<file path="src/rtl/rgb_fade_ramp_pkg.sv">
// Shared definitions for the RGB fill-factor path: FSM state encoding and
// default widths/limits used by the fade ramp, the PWM driver and the
// fill-factor registers.
package rgb_fade_ramp_pkg;

  typedef enum logic {
    ST_IDLE = 1'b0,
    ST_RAMP = 1'b1
  } state_t;

  localparam int unsigned DEF_BITS_NUM          = 8;
  localparam int unsigned DEF_FILL_FACTOR_MAX   = 255;
  localparam int unsigned DEF_STEP_PRESC_MODULO = 4;

  // Prescaler width covers STEP_PRESC_MODULO up to 1023.
  localparam int unsigned PRESC_W = 10;

endpackage

</file>
<file path="src/rtl/fade_chan_step.sv">
// One channel of the fade ramp: moves the current fill factor one LSB toward
// the (already clamped) target when step is high, otherwise holds it.
// Ports:
//   cur  - current fill factor
//   tgt  - clamped target fill factor
//   step - step event for this cycle
//   nxt  - fill factor after this cycle's (possible) step
//   eq   - nxt equals tgt
module fade_chan_step #(
  parameter int unsigned BITS_NUM = 8
) (
  input  logic [BITS_NUM-1:0] cur,
  input  logic [BITS_NUM-1:0] tgt,
  input  logic                step,
  output logic [BITS_NUM-1:0] nxt,
  output logic                eq
);

  // Moving only when strictly below/above the target means the value can
  // never pass it, so 0 and the clamp limit never wrap.
  always_comb begin
    nxt = cur;
    if (step) begin
      if (cur < tgt) begin
        nxt = cur + 1'b1;
      end else if (cur > tgt) begin
        nxt = cur - 1'b1;
      end
    end
    eq = (nxt == tgt);
  end

endmodule

</file>
<file path="src/rtl/rgb_fade_ramp.sv">
// Smoothing stage between the fill-factor registers and the RGB PWM driver.
// Fade mode ramps each channel one LSB per step tick toward its target;
// bypass mode registers the clamped targets directly.
// Ports:
//   CLK, CLR (async active-low reset), CE (1 ms tick pulse)
//   FADE_EN            - 1 fade, 0 bypass
//   R_TGT/G_TGT/B_TGT  - target fill factors (clamped to FILL_FACTOR_MAX)
//   R_FF/G_FF/B_FF     - fill factors driven to the PWM driver
//   BUSY               - ramp in progress
//   DONE               - one-cycle pulse when a ramp completes
module rgb_fade_ramp
  import rgb_fade_ramp_pkg::*;
#(
  parameter int unsigned BITS_NUM          = DEF_BITS_NUM,
  parameter int unsigned FILL_FACTOR_MAX   = DEF_FILL_FACTOR_MAX,
  parameter int unsigned STEP_PRESC_MODULO = DEF_STEP_PRESC_MODULO
) (
  input  logic                CLK,
  input  logic                CLR,
  input  logic                CE,
  input  logic                FADE_EN,
  input  logic [BITS_NUM-1:0] R_TGT,
  input  logic [BITS_NUM-1:0] G_TGT,
  input  logic [BITS_NUM-1:0] B_TGT,
  output logic [BITS_NUM-1:0] R_FF,
  output logic [BITS_NUM-1:0] G_FF,
  output logic [BITS_NUM-1:0] B_FF,
  output logic                BUSY,
  output logic                DONE
);

  localparam logic [BITS_NUM-1:0] FF_MAX     = BITS_NUM'(FILL_FACTOR_MAX);
  localparam logic [PRESC_W-1:0]  PRESC_LOAD = PRESC_W'(STEP_PRESC_MODULO - 1);

  state_t                     state, state_n;
  logic [PRESC_W-1:0]         presc, presc_n;
  logic                       done_q, done_n;
  logic [2:0][BITS_NUM-1:0]   tgt_raw, tgt_c, cur, nxt, cur_n;
  logic [2:0]                 eq;
  logic                       step;

  assign tgt_raw[0] = R_TGT;
  assign tgt_raw[1] = G_TGT;
  assign tgt_raw[2] = B_TGT;

  always_comb begin
    tgt_c = '0;
    for (int unsigned i = 0; i < 3; i++) begin
      tgt_c[i] = (tgt_raw[i] > FF_MAX) ? FF_MAX : tgt_raw[i];
    end
  end

  assign step = (state == ST_RAMP) && FADE_EN && CE && (presc == '0);

  for (genvar g = 0; g < 3; g++) begin : g_chan
    fade_chan_step #(.BITS_NUM(BITS_NUM)) u_step (
      .cur  (cur[g]),
      .tgt  (tgt_c[g]),
      .step (step),
      .nxt  (nxt[g]),
      .eq   (eq[g])
    );
  end

  // eq is taken after the step, so one check covers both "all equal after a
  // step" and "targets moved onto the current values" (no step -> nxt = cur).
  always_comb begin
    state_n = state;
    presc_n = presc;
    done_n  = 1'b0;
    cur_n   = cur;
    if (!FADE_EN) begin
      state_n = ST_IDLE;
      cur_n   = tgt_c;
    end else begin
      unique case (state)
        ST_IDLE: begin
          if (!(&eq)) begin
            state_n = ST_RAMP;
            presc_n = PRESC_LOAD;
          end
        end
        ST_RAMP: begin
          cur_n = nxt;
          if (CE) begin
            presc_n = (presc == '0) ? PRESC_LOAD : presc - 1'b1;
          end
          if (&eq) begin
            state_n = ST_IDLE;
            done_n  = 1'b1;
          end
        end
        default: state_n = ST_IDLE;
      endcase
    end
  end

  always_ff @(posedge CLK or negedge CLR) begin
    if (!CLR) begin
      state  <= ST_IDLE;
      presc  <= '0;
      done_q <= 1'b0;
      cur    <= '0;
    end else begin
      state  <= state_n;
      presc  <= presc_n;
      done_q <= done_n;
      cur    <= cur_n;
    end
  end

  assign R_FF = cur[0];
  assign G_FF = cur[1];
  assign B_FF = cur[2];
  assign BUSY = (state == ST_RAMP);
  assign DONE = done_q;

endmodule

</file>
<file path="config.mk">
export PLATFORM = sky130hd
export DESIGN_NAME = rgb_fade_ramp
export DESIGN_NICKNAME = d
export VERILOG_FILES = /design/src/rtl/rgb_fade_ramp_pkg.sv /design/src/rtl/fade_chan_step.sv /design/src/rtl/rgb_fade_ramp.sv
export SDC_FILE = /design/constraint.sdc
export NUM_CORES = 1
export LEC_CHECK = 0
export CORE_MARGIN = 2
export CORE_UTILIZATION = 30
export CTS_CLUSTER_SIZE = 20
export DETAILED_ROUTE_END_ITERATION = 16
export HOLD_SLACK_MARGIN = 0.1
export SLEW_MARGIN = 30
export SYNTH_ARGS = -nofsm -noshare
export SYNTH_HDL_FRONTEND = slang
export SYNTH_SLANG_ARGS = --single-unit
export TNS_END_PERCENT = 10
</file>
<file path="constraint.sdc">
create_clock -name CLK -period 4.7 [get_ports CLK]
set_clock_uncertainty 0.15 [all_clocks]
set_input_delay 0.47 -clock CLK [delete_from_list [all_inputs] [get_ports CLK]]
set_output_delay 0.47 -clock CLK [all_outputs]
set_load 0.02 [all_outputs]
</file>
# Word-level counts from Yosys, hierarchy flattened
# Index checks and enable logic that the tools add are counted.
[totals]
ff_bits = 36
in_bits = 28
output_inout_bits = 26
elab_cells = 58
[op_classes]
n_addsub = 7
n_lt_le_gt_ge = 9
n_eq_ne = 6
muxes = 23
bitwise_logic = 1
reduce_logical = 6
[op_table]
columns = ["op", "n"]
rows = [
  ["$mux 8", 12],
  ["$mux 24", 2],
  ["$mux 10", 3],
  ["$add 8x1->8 const B", 3],
  ["$eq 8x8->1", 3],
  ["$gt 8x8->1", 3],
  ["$gt 8x8->1 const B", 3],
  ["$lt 8x8->1", 3],
  ["$sub 8x1->8 const B", 3],
  ["$pmux 10 s2", 1],
  ["$logic_not 10->1", 1],
  ["$sub 10x1->10 const B", 1],
  ["$reduce_and 3->1", 2],
  ["$mux 1", 5],
  ["$ne 2x2->1 const B", 2],
  ["$logic_and 1x1->1", 3],
  ["$ne 2x1->1 const B", 1],
  ["$not 1->1", 1],
]

# Depth between registers and ports, before layout
# Gate-level depths: netlist (run 1).
[logic_depth]
depth_word = 11
ltp_mapped = 14
mapped_depth_nobuf = 12

# By module
# From an unflattened synthesis (run 1), not the netlist that was laid out.
[hier_totals]
hier_cells = 497
hier_area_um2 = 4070.2
[by_module_without_submodules]
columns = ["mod", "instances", "cells_each", "area_per_inst_um2", "seq_area_each_um2"]
rows = [
  ["rgb_fade_ramp", 1, 176, 1755.4, 900.9],
  ["fade_chan_step at g_chan[0].u_step ...", 2, 94, 708.2, 0.0],
  ["fade_chan_step at g_chan[1].u_step", 1, 133, 898.4, 0.0],
]

# Least setup slack after synthesis (run 1)
# No wires, ideal clock.
[synth_timing]
path_type = "register -> register"
startpoint = "reg cur (netlist bit G_FF[0])"
endpoint = "reg presc[1]"
setup_ns = 0.133
t_arrival_ns = 3.433
t_required_ns = 4.417
setup_slack_ns = 0.984
path_stages_with_launch = 15
n_path_buf = 2
period_less_slack_ns = 3.716
path_cell_list = "dfrtp_1 clkbuf_1 inv_1 ha_1 nor2b_1 o211ai_1 a21oi_1 clkbuf_1 o21ai_0 a21oi_1 mux2_2 or4_4 nor4_4 and3_1 a221oi_1"
[synth_via]
elab_chain_len = 8
word_cells_on_any_way = 11
classes_between = "add/sub (2); order compare (2); eq/ne (2); mux (3); reduce/logical (2)"
[synth_lines]
columns = ["element", "line", "text"]
rows = [
  ["start: declaration", "rgb_fade_ramp.sv:38", "logic [2:0][BITS_NUM-1:0] tgt_raw, tgt_c, cur, nxt, cur_n;"],
  ["start signal: assignment", "rgb_fade_ramp.sv:108", "cur <= cur_n;"],
  ["$sub 8x1->8 / $gt 8x8->1 (equally long branches)", "fade_chan_step.sv:27, fade_chan_step.sv:26", ""],
  ["$mux 8", "fade_chan_step.sv:26", "end else if (cur > tgt) begin"],
  ["$mux 8", "fade_chan_step.sv:24", "if (cur < tgt) begin"],
  ["$mux 8 *", "fade_chan_step.sv:23", "if (step) begin"],
  ["$eq 8x8->1 *", "fade_chan_step.sv:30", "eq = (nxt == tgt);"],
  ["$reduce_and 3->1 *", "rgb_fade_ramp.sv:78", "if (!(&eq)) begin"],
  ["$ne 2x2->1 (no line) *", "n/a", ""],
  ["$reduce_and 3->1 (no line) *", "n/a", ""],
  ["end signal: assignment", "rgb_fade_ramp.sv:106", "presc <= presc_n;"],
  ["end: declaration", "rgb_fade_ramp.sv:36", "logic [PRESC_W-1:0] presc, presc_n;"],
]
# Every way passes the cells marked *; elsewhere a longest branch is shown, timed or not.
# A chain may end at the register's enable or synchronous reset.

# Worst setup path after layout (run 1)
[layout_timing]
startpoint = "in G_TGT[7]"
endpoint = "reg presc[2]"
[layout_via]
elab_chain_len = 10
word_cells_on_any_way = 11
classes_between = "order compare (3); eq/ne (2); mux (4); reduce/logical (2)"
[layout_lines]
columns = ["element", "line", "text"]
rows = [
  ["start: declaration", "rgb_fade_ramp.sv:23", "input logic [BITS_NUM-1:0] G_TGT,"],
  ["$gt 8x8->1", "rgb_fade_ramp.sv:49", "tgt_c[i] = (tgt_raw[i] > FF_MAX) ? FF_MAX : tgt_raw[i];"],
  ["$mux 8 *", "rgb_fade_ramp.sv:49", ""],
  ["$gt 8x8->1", "fade_chan_step.sv:26", ""],
  ["$mux 8", "fade_chan_step.sv:26", ""],
  ["$mux 8", "fade_chan_step.sv:24", ""],
  ["$mux 8", "fade_chan_step.sv:23", ""],
  ["$eq 8x8->1 *", "fade_chan_step.sv:30", ""],
  ["$reduce_and 3->1 *", "rgb_fade_ramp.sv:78", ""],
  ["$ne 2x2->1 (no line) *", "n/a", ""],
  ["$reduce_and 3->1 (no line) *", "n/a", ""],
]
# Marks and branches as above.

==> results of run 1 <==
## cell type report
type                       instances  area (um2)
sequential                        36       900.9
clock inverter                     3       42.54
fill                            1347        8234
multi-input combinational        415        2924
timing repair buffer              64       608.1
clock buffer                       5       125.1
inverter                          36       135.1
tap                              176       220.2
## report_power, final
group	leakage, nW	internal [mW]	total, mW	switching, mW
logic	1.58	0.232	0.521	0.289
registers	0.441	0.356	0.436	0.0799
clock network	0.0798	0.250	0.396	0.146
total	2.10	0.837	1.35	0.515
## worst max path at each step
| stage | slack (ns) | to | start | cells after the start |
|---|---|---|---|---|
| after global routing | 0.19 | presc[2] | G_TGT[2] | 13 |
| after floorplan | 0.98 | presc[1] | G_FF[0] | 14 |
| after detailed placement | 0.17 | presc[3] | G_TGT[1] | 13 |
| after CTS | 0.44 | presc[2] | G_TGT[1] | 13 |
| final | 0.51 | presc[2] | G_TGT[7] | 12 |
| after global placement | 0.19 | presc[4] | G_TGT[1] | 13 |
## through the flow
step	util [%]	std cells
6_report	37.57	735
5_1_grt	37.57	735
4_1_cts	37.43	734
3_5_place_dp	36.16	726
3_3_place_gp	36.16	726
2_1_floorplan	-	510
## state kept, by name, summed over array words and instances, names as in the netlist
register  count
DONE          1
R_FF          8
G_FF          8
B_FF          8
BUSY          1
presc        10
## layer usage
layer  vias up  track usage [%]
met1      1899            23.80
met2       100            27.95
met3        14            2.736
met5         -                0
met4         0            3.824
li1       2006                -
## cells by family (layout without fill, tap and decap cells)
| group | count (synthesis) | after routing | share of synthesized area (%) |
|---|---|---|---|
| muxes | 8 | 8 | 2.132 |
| adders and majority gates | 31 | 31 | 9.577 |
| DFF | 36 | 36 | 22.24 |
| AOI/OAI and AO/OA | 143 | 143 | 23.94 |
| buffers and inverters | 59 | 108 | 5.715 |
| and+or+nand+nor | 198 | 198 | 26.44 |
| xor gates and xnor gates | 35 | 35 | 9.947 |
## cell usage in the layout (no fill, tap or decap), types with 8 or more instances in the layout
master                            instances
sky130_fd_sc_hd__buf_4                   11
sky130_fd_sc_hd__o2111a_1                 8
sky130_fd_sc_hd__nor3_1                  20
sky130_fd_sc_hd__ha_1                    31
sky130_fd_sc_hd__clkdlybuf4s50_1         51
sky130_fd_sc_hd__nand4_1                 17
sky130_fd_sc_hd__dfrtp_1                 36
sky130_fd_sc_hd__a21oi_1                 38
sky130_fd_sc_hd__xor2_1                  10
sky130_fd_sc_hd__xnor2_1                 18
sky130_fd_sc_hd__o211ai_1                 9
sky130_fd_sc_hd__nand3_1                 20
sky130_fd_sc_hd__nand2_1                 40
sky130_fd_sc_hd__inv_1                   36
sky130_fd_sc_hd__nor2_1                  44
sky130_fd_sc_hd__o21ai_0                 34
## repair_timing
item / in CTS / in global routing
gates resized for setup: 0 / 0
hold endpoints to repair: 0 / 36
hold buffers: 0 / 1
setup endpoints to repair: 0 / 0
==> results summary, run 1 <==
Data on the critical path arrives at its endpoint at 4.24 ns. In this run the biggest area consumer among cell types represents 22.24% of the synthesized area. Counting the buffers created by CTS gives 5. The clock period minus final worst setup slack is 4.188 ns. The largest total area in the synthesized netlist belongs to sky130_fd_sc_hd__dfrtp_1. The global routing usage summed across all routing layers came out at 17.12%. In the post-synthesis netlist, the biggest area contributors are sky130_fd_sc_hd__dfrtp_1 22%, sky130_fd_sc_hd__ha_1 9.6%, sky130_fd_sc_hd__a21oi_1 4.7%. The run finished with clean final reports.

The synthesized netlist net count is 569. The post-synthesis sequential area ratio came out at 22.24%. The post-synthesis instance area came out at 4050 um2. The setup violation total in the final timing report is 0.

Counting instances, the worst hold path has a depth of 1. The CTS sink count came out at 36. The clock passes through at most 2 buffers. The total inserted antenna cells is 0. The element type at the critical path end is a flop. The met3 layer wire length in the routed design came out at 524 um. The most common cell in the synthesized netlist is sky130_fd_sc_hd__nor2_1. The number of hold violations in the final report is 0.

The number of nets in the layout came out at 617. The clock-pin slew on the worst setup and hold paths came out at 0.06 ns. At the end of routability-driven placement, the weighted congestion stood at 0.9251.

The worst hold path terminates at presc[0]. Routed signal wires occupy layers up through met4. Summed over all nets, the half-perimeter wirelength after detailed placement is 9058 um. The count of unique library cells instantiated by Yosys came out at 68. The first routing iteration left 302 violations. The total die area came out at 14450 um2.

TritonCTS built the clock tree. The sum of buffers and inverters on the critical path is 2. The required time of the critical path came out at 4.75 ns. The worst-path maximum fanout is 10. The number of max-slew violations in the final report is 0.

The number of nets still failing antenna checks after routing is 0. On the worst path, the slowest cell contributes a delay of 0.53 ns. The reg-to-reg setup timing slack came out at 0.70 ns. The cell at the root of the clock tree is sky130_fd_sc_hd__clkbuf_16. Timing analysis after detailed placement gives a worst setup slack of 0.1735 ns. Among all stages on the critical path, the largest delay is contributed by sky130_fd_sc_hd__or4_4. The row count is 42. Summing all placed instances gives a cell area of 4770 um2. In the synthesized netlist the dominant register cell turns out to be sky130_fd_sc_hd__dfrtp_1. The die boundary width is 120.2 um.

The detailed-routing wirelength on met1 came out at 5681 um. The reg-to-reg critical path endpoint is presc[2]. The DRC violations left is 0. The total leakage power came out at 2.100 nW.

Cells with a size suffix above 1 make up 7.513% of the layout. The transition at the pin with the smallest max-transition slack is 0.7393 ns. The worst register-to-register path begins at presc[1]. The worst hold slack across all endpoints is 0.3837 ns. The area of all placed cells without fillers is 4956 um2. The number of post-CTS setup repair buffers came out at 0. The total overflow left after global routing is 0. The via count normalized by instance count came out at 5.468. The first global-routing pass estimated 20200 um of wire. The maximum vdd ir drop came out at 0.1554 mV. The vertical die dimension came out at 120.2 um. The routed length per placed instance is 16.30 um. The via count of the first global-routing pass came out at 3975. The aggregate negative setup slack came out at 0 ns. The clock latency on the worst-skew pair came out at 0.28 ns. The initial antenna violation count came out at 0. The path class of the tightest hold or removal check is flop to flop. The power consumption came out at 1.352 mW. The detailed-route via count came out at 4019. The average footprint of a synthesized cell is 7.941 um2. The critical path is of the primary input to flop type. The maximum clock rate is 0.2388 GHz. The beginning of the worst hold path is presc[0]. The signal on the critical path passes through clkdlybuf4s50_1 -> inv_1 -> ha_1 -> a21oi_1 -> o21ai_1 -> or3_1 -> a21oi_1 -> mux2_2 -> or4_4 -> nor4_4 -> nand3_2 -> a21oi_1.

The starting utilization of the core area is 30.71%. The tool flagged a number of max-cap violations equal to 0. The count of H-tree levels built during CTS came out at 2. The core box area is 13190 um2. The number of cells on the worst reg-to-reg path came out at 12. The family with the most delay on the worst path is simple AND/OR/NAND/NOR gates. The final worst slack came out at 0.5121 ns. In this run, synthesis inferred 0 flip-flops with an integrated enable. The fraction of registers with async set or reset after synthesis came out at 100.0%.

The count of warnings emitted by yosys is 0. The pin count of the biggest net entering global routing came out at 56. The ratio of total power to cell area is 272.8 nW/um2. By count the netlist is led by 44 x sky130_fd_sc_hd__nor2_1, 40 x sky130_fd_sc_hd__nand2_1, 38 x sky130_fd_sc_hd__a21oi_1.

Setup repair after global routing left no endpoint under its margin. 54 I/O pins were placed. The share of the clock period used by the worst path came out at 89.10%. The worst relative slew slack is 50.38%. The synthesized netlist cell count is 510. The number of buffers added on ports came out at 53. The final layout contains routed wiring with a total length of 11980 um. The area growth from synthesis to layout is 22.37%. Detailed routing placed a total of 5613 um of wire on met2. The critical path launch point type is a primary input. The cell that appears most often on the critical path is sky130_fd_sc_hd__a21oi_1.

The detailed-router iteration count before antenna repair came out at 5. After synthesis the netlist holds a flip-flop and latch count of 36.
Note: power is estimated with default switching activity, not from simulation.
==> inputs of run 2 (changes only) <==
ABC_CLOCK_PERIOD_IN_PS = 4700   (was default)
==> results of run 2 <==
No change in the layout: final DEF, timing and power equal those of run 1.
==> inputs of run 3 (changes only) <==
CAP_MARGIN = 20   (was default)
==> results of run 3 <==
No change in the layout: final DEF, timing and power equal those of run 1.
